**src/rtl/seq_mult_pkg.sv**
```systemverilog
// Shared types and helpers for the sequential radix-4 Booth multiplier.
package seq_mult_pkg;

    typedef enum logic [1:0] {IDLE, CALC, DONE} state_e;

    typedef enum logic [2:0] {ZERO, P1, P2, M1, M2} booth_digit_e;

    // One radix-4 digit per two bits of B, plus one for the extension bit.
    function automatic int unsigned booth_iter(input int unsigned wb);
        return (wb + 2) / 2;
    endfunction

endpackage

```
**src/rtl/booth_r4_recode.sv**
```systemverilog
// Radix-4 Booth recoder: a 3-bit window of B' selects a digit, which scales A'.
module booth_r4_recode
    import seq_mult_pkg::*;
#(
    parameter int unsigned WA = 8
) (
    input  logic [2:0]    bits,
    input  logic [WA:0]   a_ext,
    output booth_digit_e  digit,
    output logic [WA+1:0] pp
);

    // A' spans -2^(WA-1)..2^WA-1, so +-2*A' always fits in WA+2 bits.
    function automatic logic [WA+1:0] scale(input booth_digit_e d, input logic [WA:0] a);
        logic [WA+1:0] a1;
        logic [WA+1:0] a2;
        a1 = {a[WA], a};
        a2 = {a, 1'b0};
        case (d)
            P1:      return a1;
            P2:      return a2;
            M1:      return -a1;
            M2:      return -a2;
            default: return '0;
        endcase
    endfunction

    always_comb begin
        digit = ZERO;
        case (bits)
            3'b001, 3'b010: digit = P1;
            3'b011:         digit = P2;
            3'b100:         digit = M2;
            3'b101, 3'b110: digit = M1;
            default:        digit = ZERO;
        endcase
    end

    assign pp = scale(digit, a_ext);

endmodule

```
**src/rtl/seq_booth_mult.sv**
```systemverilog
// Iterative radix-4 Booth multiplier with valid/ready on both sides and
// per-operation operand signedness.
module seq_booth_mult
    import seq_mult_pkg::*;
#(
    parameter int unsigned WA = 8,
    parameter int unsigned WB = 8
) (
    input  logic          clk,
    input  logic          rst,
    input  logic          in_valid,
    output logic          in_ready,
    input  logic [WA-1:0] a,
    input  logic [WB-1:0] b,
    input  logic          a_signed,
    input  logic          b_signed,
    input  logic          flush,
    output logic          out_valid,
    input  logic          out_ready,
    output logic [WA+WB-1:0] product,
    output logic          busy
);

    localparam int unsigned ITER = booth_iter(WB);
    localparam int unsigned BW   = 2 * ITER;
    localparam int unsigned PW   = WA + WB;
    localparam int unsigned ACCW = PW + 2;
    localparam int unsigned CW   = (ITER > 1) ? $clog2(ITER) : 1;
    localparam logic [CW-1:0] LAST = CW'(ITER - 1);

    state_e state;
    state_e state_nx;

    logic [WA:0]     areg;
    logic [BW-1:0]   breg;
    logic [ACCW-1:0] acc;
    logic [ACCW-1:0] acc_nx;
    logic [CW-1:0]   cnt;

    logic [WB:0]     b_ext;
    logic [BW:0]     b_win;
    logic [2:0]      triple;
    booth_digit_e    digit;
    logic [WA+1:0]   pp;
    logic [ACCW-1:0] addend;
    logic            accept;
    logic            step;

    assign b_ext  = {b_signed & b[WB-1], b};
    // Appending the implicit bit -1 lets every window be a plain 3-bit slice.
    assign b_win  = {breg, 1'b0};
    assign triple = 3'(b_win >> {cnt, 1'b0});

    booth_r4_recode #(
        .WA (WA)
    ) u_recode (
        .bits  (triple),
        .a_ext (areg),
        .digit (digit),
        .pp    (pp)
    );

    assign addend = ACCW'($signed(pp)) << {cnt, 1'b0};
    assign acc_nx = (digit == ZERO) ? acc : acc + addend;

    assign accept = (state == IDLE) && in_valid && !flush;
    assign step   = (state == CALC) && !flush;

    always_ff @(posedge clk or posedge rst) begin
        if (rst) begin
            state <= IDLE;
        end else begin
            state <= state_nx;
        end
    end

    always_comb begin
        state_nx  = state;
        in_ready  = 1'b0;
        out_valid = 1'b0;
        busy      = (state != IDLE);
        case (state)
            IDLE: begin
                in_ready = 1'b1;
                if (in_valid) state_nx = CALC;
            end
            CALC: begin
                if (cnt == LAST) state_nx = DONE;
            end
            DONE: begin
                out_valid = 1'b1;
                if (out_ready) state_nx = IDLE;
            end
            default: state_nx = IDLE;
        endcase
        if (flush) state_nx = IDLE;
    end

    always_ff @(posedge clk or posedge rst) begin
        if (rst) begin
            areg    <= '0;
            breg    <= '0;
            acc     <= '0;
            cnt     <= '0;
            product <= '0;
        end else if (accept) begin
            areg <= {a_signed & a[WA-1], a};
            breg <= BW'($signed(b_ext));
            acc  <= '0;
            cnt  <= '0;
        end else if (step) begin
            acc <= acc_nx;
            cnt <= cnt + 1'b1;
            if (cnt == LAST) product <= acc_nx[PW-1:0];
        end
    end

endmodule

```
**config.mk**
```make
export PLATFORM = sky130hd
export DESIGN_NAME = seq_booth_mult
export DESIGN_NICKNAME = d
export VERILOG_FILES = /design/src/rtl/seq_mult_pkg.sv /design/src/rtl/booth_r4_recode.sv /design/src/rtl/seq_booth_mult.sv
export SDC_FILE = /design/constraint.sdc
export NUM_CORES = 1
export LEC_CHECK = 0
export CAP_MARGIN = 40
export CORE_ASPECT_RATIO = 0.9
export CORE_MARGIN = 2
export CORE_UTILIZATION = 62
export CTS_CLUSTER_DIAMETER = 50
export DETAILED_ROUTE_END_ITERATION = 7
export GPL_ROUTABILITY_DRIVEN = 0
export PLACE_DENSITY = 0.86
export SYNTH_ARGS = -nofsm -noshare
export SYNTH_HDL_FRONTEND = slang
export SYNTH_HIERARCHICAL = 1
export SYNTH_SLANG_ARGS = --single-unit
```
**constraint.sdc**
```tcl
create_clock -name clk -period 12.2 [get_ports clk]
set_input_delay 3.66 -clock clk [delete_from_list [all_inputs] [get_ports clk]]
set_output_delay 3.66 -clock clk [all_outputs]
set_load 0.05 [all_outputs]
```
[Yosys cells after proc, flatten, opt, wreduce, memory -nomap -nowiden]
Cells that the tools add are included.
Storage, ports and cells
  flip-flop bits (word level): 57
  input port bits: 23
  output and inout bits: 19
  logic and storage cells: 60
Operators by class
  add/sub/neg operators: 4
  eq/ne operators: 17
  shifts and indexed selects: 2
  mux-type cells: 14
  bitwise operators: 3
  reduce and logical (&&, ||, !) cells: 13
Operators with widths (count)
  18-bit two-way mux: 3
  10-bit one-hot mux with 4 select lines: 1
  10-bit negation: 2
  18-bit adder: 1
  18-bit by 4-bit left shift with 18-bit output: 1
  3-bit == test, second input constant: 5
  3-bit by 2-bit == test with 1-bit output, second input constant: 4
  3-bit one-hot mux with 4 select lines: 1
  11-bit by 4-bit right shift with 3-bit output: 1
  2-bit two-way mux: 4
  3-bit by 1-bit == test with 1-bit output, second input constant: 2
  3-bit two-way mux: 2
  3-bit inequality test, second input constant: 2
  2-bit one-hot mux with 3 select lines: 1
  3-bit AND reduction: 2
  2-bit nonzero test: 2
  2-bit OR reduction: 2
  3-bit by 1-bit adder with 3-bit output, second input constant: 1
  1-bit logical AND: 3
  3-bit zero test: 1
  3-bit by 2-bit inequality test with 1-bit output, second input constant: 1
  1-bit AND: 2
  2-bit by 1-bit == test with 1-bit output, second input constant: 1
  2-bit == test, second input constant: 1
  other kinds (6): 7

[Logic depth before layout (Yosys ltp)]
  word-level depth: 11
  gate-level depth with buffers: 24
  mapped depth without buffers: 21

[Hierarchy]
The synthesis kept the hierarchy.
Modules (own cells, without submodules)
  seq_booth_mult: times used 1, cells an instance 367, area an instance 3419.5 µm²
  booth_r4_recode: times used 1, cells an instance 89, area an instance 610.6 µm²

[Least setup slack after synthesis]
OpenSTA, ideal clock, no wires.
  kind: register to output
  from: register state[1]
  to: output port busy
  arrival time: 1435 ps
  path slack: 7105 ps
  cell stages (with the launch flop): 3
  buffers on the path: 0
  cell sequence: dfrtp_1 > nor2_1 > inv_2
On the way
  longest elaborated chain between the ends: 1
RTL lines
  start: declaration: RTL line seq_booth_mult.sv:31  | state_e state;
  start signal: assignment: RTL line seq_booth_mult.sv:73  | state <= state_nx;
  2-bit nonzero test: RTL line seq_booth_mult.sv:81  | busy = (state != IDLE);
  end: declaration: RTL line seq_booth_mult.sv:21  | output logic busy
Every way passes these cells.

[Worst setup path in the final report]
  from: register cnt[0]
  to: register acc[14]
On the way
  longest elaborated chain between the ends: 11
  elaborated cells between the ends (all ways): 21
  classes of those cells: add/sub (1); eq/ne (10); shift (2); mux (5); reduce/logical (3)
RTL lines
  start: declaration: RTL line seq_booth_mult.sv:38  | logic [CW-1:0] cnt;
  start signal: assignment: RTL line seq_booth_mult.sv:113  | cnt <= cnt + 1'b1;
  11-bit by 4-bit right shift with 3-bit output (*): RTL line seq_booth_mult.sv:52  | assign triple = 3'(b_win >> {cnt, 1'b0});
  via triple[1]: RTL line seq_booth_mult.sv:42  | logic [2:0] triple;
  3-bit == test (tied with other cells): RTL line booth_r4_recode.sv:30  | case (bits)
  2-bit OR reduction: RTL line booth_r4_recode.sv:30
  3-bit one-hot mux with 4 select lines (*): RTL line booth_r4_recode.sv:30
  via digit[0]: RTL line seq_booth_mult.sv:43  | booth_digit_e digit;
  3-bit == test (tied with other cells): RTL line booth_r4_recode.sv:19  | case (d)
  10-bit one-hot mux with 4 select lines (*): RTL line booth_r4_recode.sv:19
  via pp[3]: RTL line seq_booth_mult.sv:44  | logic [WA+1:0] pp;
  18-bit by 4-bit left shift with 18-bit output (*): RTL line seq_booth_mult.sv:63  | assign addend = ACCW'($signed(pp)) << {cnt, 1'b0};
  18-bit adder (*): RTL line seq_booth_mult.sv:64  | assign acc_nx = (digit == ZERO) ? acc : acc + addend;
  18-bit two-way mux (*): RTL line seq_booth_mult.sv:64
  18-bit two-way mux (*): RTL line seq_booth_mult.sv:111  | end else if (step) begin
  18-bit two-way mux (*): RTL line seq_booth_mult.sv:106  | end else if (accept) begin
  end signal: assignment: RTL line seq_booth_mult.sv:112  | acc <= acc_nx;
  end: declaration: RTL line seq_booth_mult.sv:36  | logic [ACCW-1:0] acc;
The timed path passes the listed nets; every way through them passes the cells marked *. The select of a mux whose other input is x is not followed.
A chain may end at the register's enable or synchronous reset.

==> results_dict.tcl <==
set metrics [dict create \
    outcome "completed" \
    yosys_register_bits 55 \
    start_util_pct 64.8 \
    finalHoldViolations 0 \
    max_slew_margin_pct 37.8 \
    syn_area_per_cell_sq_um 8.84 \
    synth-edff-count 0 \
    ant_nets 0 \
    category_of_the_critical_setup_timing_path "flip-flop to flip-flop" \
    grt_overflow 0 \
    count_of_unique_library_cells_instantiated_by_yosys 59 \
    fp.dieArea_sq_um 7160 \
    fmaxAchievable_ghz 0.172 \
    netlist.area_leader.share_pct 34.2 \
    grt_pass1_vias 3329 \
    critPathMaxFanout 24 \
    routedWlPerCell_um 16.4 \
    synth_fp_nets 498 \
    post-route-worst-setup-slack_ps 6380 \
    floorplan.die.height_um 80.5 \
    crit_arrival_ps 6020 \
    required_ps 12400 \
    synth.top_cells.by_count "dfrtp_1 (55), nand2_1 (55), a21oi_1 (38), nor2_1 (37), o21ai_1 (19)" \
    biggest_area_contributors_in_the_synthesized_netlist "dfrtp_1 (34%), ha_1 (5.6%), nand2_1 (5.1%)" \
    antenna_cells 0 \
    count_of_pins_on_the_block_boundary 42 \
    timing.final.crit_share_pct 47.7 \
    cts_buffers 5 \
    dominantRegCellSynth "dfrtp_1" \
    yosysWarnings 6 \
    via_per_inst 6.17 \
    clock_sink_count 55 \
    seq_area_frac_synth_pct 34.2 \
    grt_first_pass_wirelength_mm 15.6 \
    syn_to_final_growth_pct 12.7 \
    cp-start-kind "flip-flop" \
    yosysTopAreaCell "dfrtp_1" \
    drtPass1Iterations 5 \
    worst_skew_pair.late_latency_ps 310 \
    slew_violations 0 \
    detail_route.iter0.violations 332 \
    antenna_found_initial 0 \
    detail_route.drc_violations 0 \
    critical_path.endpoint_type "flip-flop" \
    hpwlAfterDp_mm 6.83 \
    wl_mm 9.31 \
    post_route_cell_area_sq_um 4540 \
    path_clk_slew_ps 100 \
    maximum_number_of_pins_on_one_net_before_global_route_repair 56 \
    postCtsHoldBufs 0 \
    cts_post_setup_buffers_inserted 0 \
    max_cap_viol_count 0 \
    syn-cell-area_sq_um 4030 \
    cts-root-buf "clkbuf_8" \
    worstHoldPathType "flip-flop to flip-flop" \
    portBuffers 41 \
    design.core.area_sq_um 6220 \
    h-tree-depth 2 \
    dpl_worst_slack_ps 6460 \
    placedInstanceArea_sq_um 4470 \
    rows 27 \
    cts_repair_resize_count 0 \
    unrepaired_setup_endpoints_after_global_routing "false" \
    finalCriticalPeriod_ps 5820 \
    cts_buffer_depth 2 \
    final_nets 524 \
    syn_inst 456 \
    synth_async_reset_ratio_pct 100 \
    timing.clock.skew_ps 9.24 \
    post_route_cells_drive_above_1_share_pct 6.86 \
    tritoncts "built" \
    worst_slew_pin_slew_ps 933 \
    timing.final.setup_violations 0 \
    grt_usage_pct 28.1 \
    die_boundary_width_um 89.0 \
    tns_setup_ps 0 \
    vias 3502 \
]
==> worst max-delay path: stages (launching register included) <==
cell and delay (ps):
dfrtp_1 970, mux4_1 650, nand2_1 90, nand2_1 400
xor2_1 370, and2_1 290, a22oi_1 140, o21ai_0 230
mux4_2 550, and2_1 200, ha_1 360, a21o_1 220
a32o_1 280, a211oi_2 230, a21oi_1 120, o21ai_1 210
mux2i_1 270, o21ai_1 110
==> cell usage in the layout (no fill, tap or decap), types with 3 or more instances in the layout <==
cell type / netlist / final
a211oi_1: 3 / 3
a21o_1: 6 / 6
a21oi_1: 38 / 38
a221o_1: 4 / 4
a22o_1: 10 / 10
a22oi_1: 3 / 3
a311oi_1: 3 / 3
a31oi_1: 10 / 10
and2_1: 7 / 7
and3_1: 5 / 5
buf_4: 0 / 6
clkbuf_8: 0 / 5
clkdlybuf4s50_1: 0 / 41
dfrtp_1: 55 / 55
ha_1: 18 / 18
inv_1: 10 / 9
mux2_1: 16 / 16
mux2_2: 8 / 8
mux2i_1: 11 / 11
nand2_1: 55 / 55
nand2b_1: 3 / 3
nand3_1: 8 / 8
nand3b_1: 4 / 4
nor2_1: 37 / 37
nor2b_1: 6 / 6
nor3_1: 7 / 6
nor3b_2: 3 / 3
o21ai_0: 18 / 17
o21ai_1: 19 / 20
o22ai_1: 4 / 4
or3_1: 3 / 3
xnor2_1: 12 / 12
xor2_1: 8 / 8
==> sequential cells by signal, summed over array words and instances (netlist names) <==
name	flops
acc	16
product	16
areg	9
breg	9
cnt	3
state	2
==> per-stage QoR <==
step | cells | hold slack, ps | utilization (%)
floorplan | 456 | 449 | -
global placement | 561 | 462 | 71.7
detailed placement | 562 | 480 | 71.9
CTS | 568 | 501 | 73.1
global route | 568 | 517 | 73.1
finish | 568 | 495 | 73.1
==> path summary, 6_finish.rpt <==
kind | end | depth (start not counted) | slack, ps | startpoint
max in group asynchronous | cnt[1]$_DFFE_PP0P_ | 3 | 7880 | rst
min in group asynchronous | product[1]$_DFFE_PP0P_ | 3 | 3860 | rst
min | breg[4]$_DFFE_PP0P_ | 1 | 490 | breg[4]$_DFFE_PP0P_
min reg2reg | breg[4]$_DFFE_PP0P_ | 1 | 490 | breg[4]$_DFFE_PP0P_
max reg2reg | acc[14]$_DFFE_PP0P_ | 17 | 6380 | cnt[0]$_DFFE_PP0P_
max | acc[14]$_DFFE_PP0P_ | 17 | 6380 | cnt[0]$_DFFE_PP0P_
==> routing by layer <==
| layer | track usage [%] | up-vias | share of wire [%] |
|---|---|---|---|
| li1 | - | 1706 | - |
| met1 | 37.9 | 1658 | 45 |
| met2 | 45.5 | 118 | 46 |
| met3 | 4.32 | 20 | 6.4 |
| met4 | 10.1 | 0 | 2.7 |
| met5 | 0 | - | 0 |
==> cell type report <==
| cell class | count | area [sq um] |
|---|---|---|
| clock buffers | 5 | 68.8 |
| clock inverters | 1 | 7.51 |
| fillers | 495 | 1670 |
| inverters | 12 | 45.0 |
| multi-input cells | 361 | 2480 |
| flip-flops and latches | 55 | 1380 |
| well taps | 87 | 109 |
| repair buffers | 47 | 455 |
==> kinds of logic (layout without fill, tap and decap cells) <==
| group | after synthesis | count (layout) | share of synthesized area [%] |
|---|---|---|---|
| xor+xnor | 20 | 20 | 4.35 |
| compound gates | 137 | 137 | 21.5 |
| fa+ha+maj | 19 | 19 | 6.09 |
| buf+inv | 40 | 65 | 4.41 |
| flops | 55 | 55 | 34.2 |
| mux | 38 | 38 | 11.3 |
| simple gates | 147 | 147 | 18.3 |
Power is not shown: default switching activity piles up to over one toggle a cycle in this logic, so the estimate is an artifact.
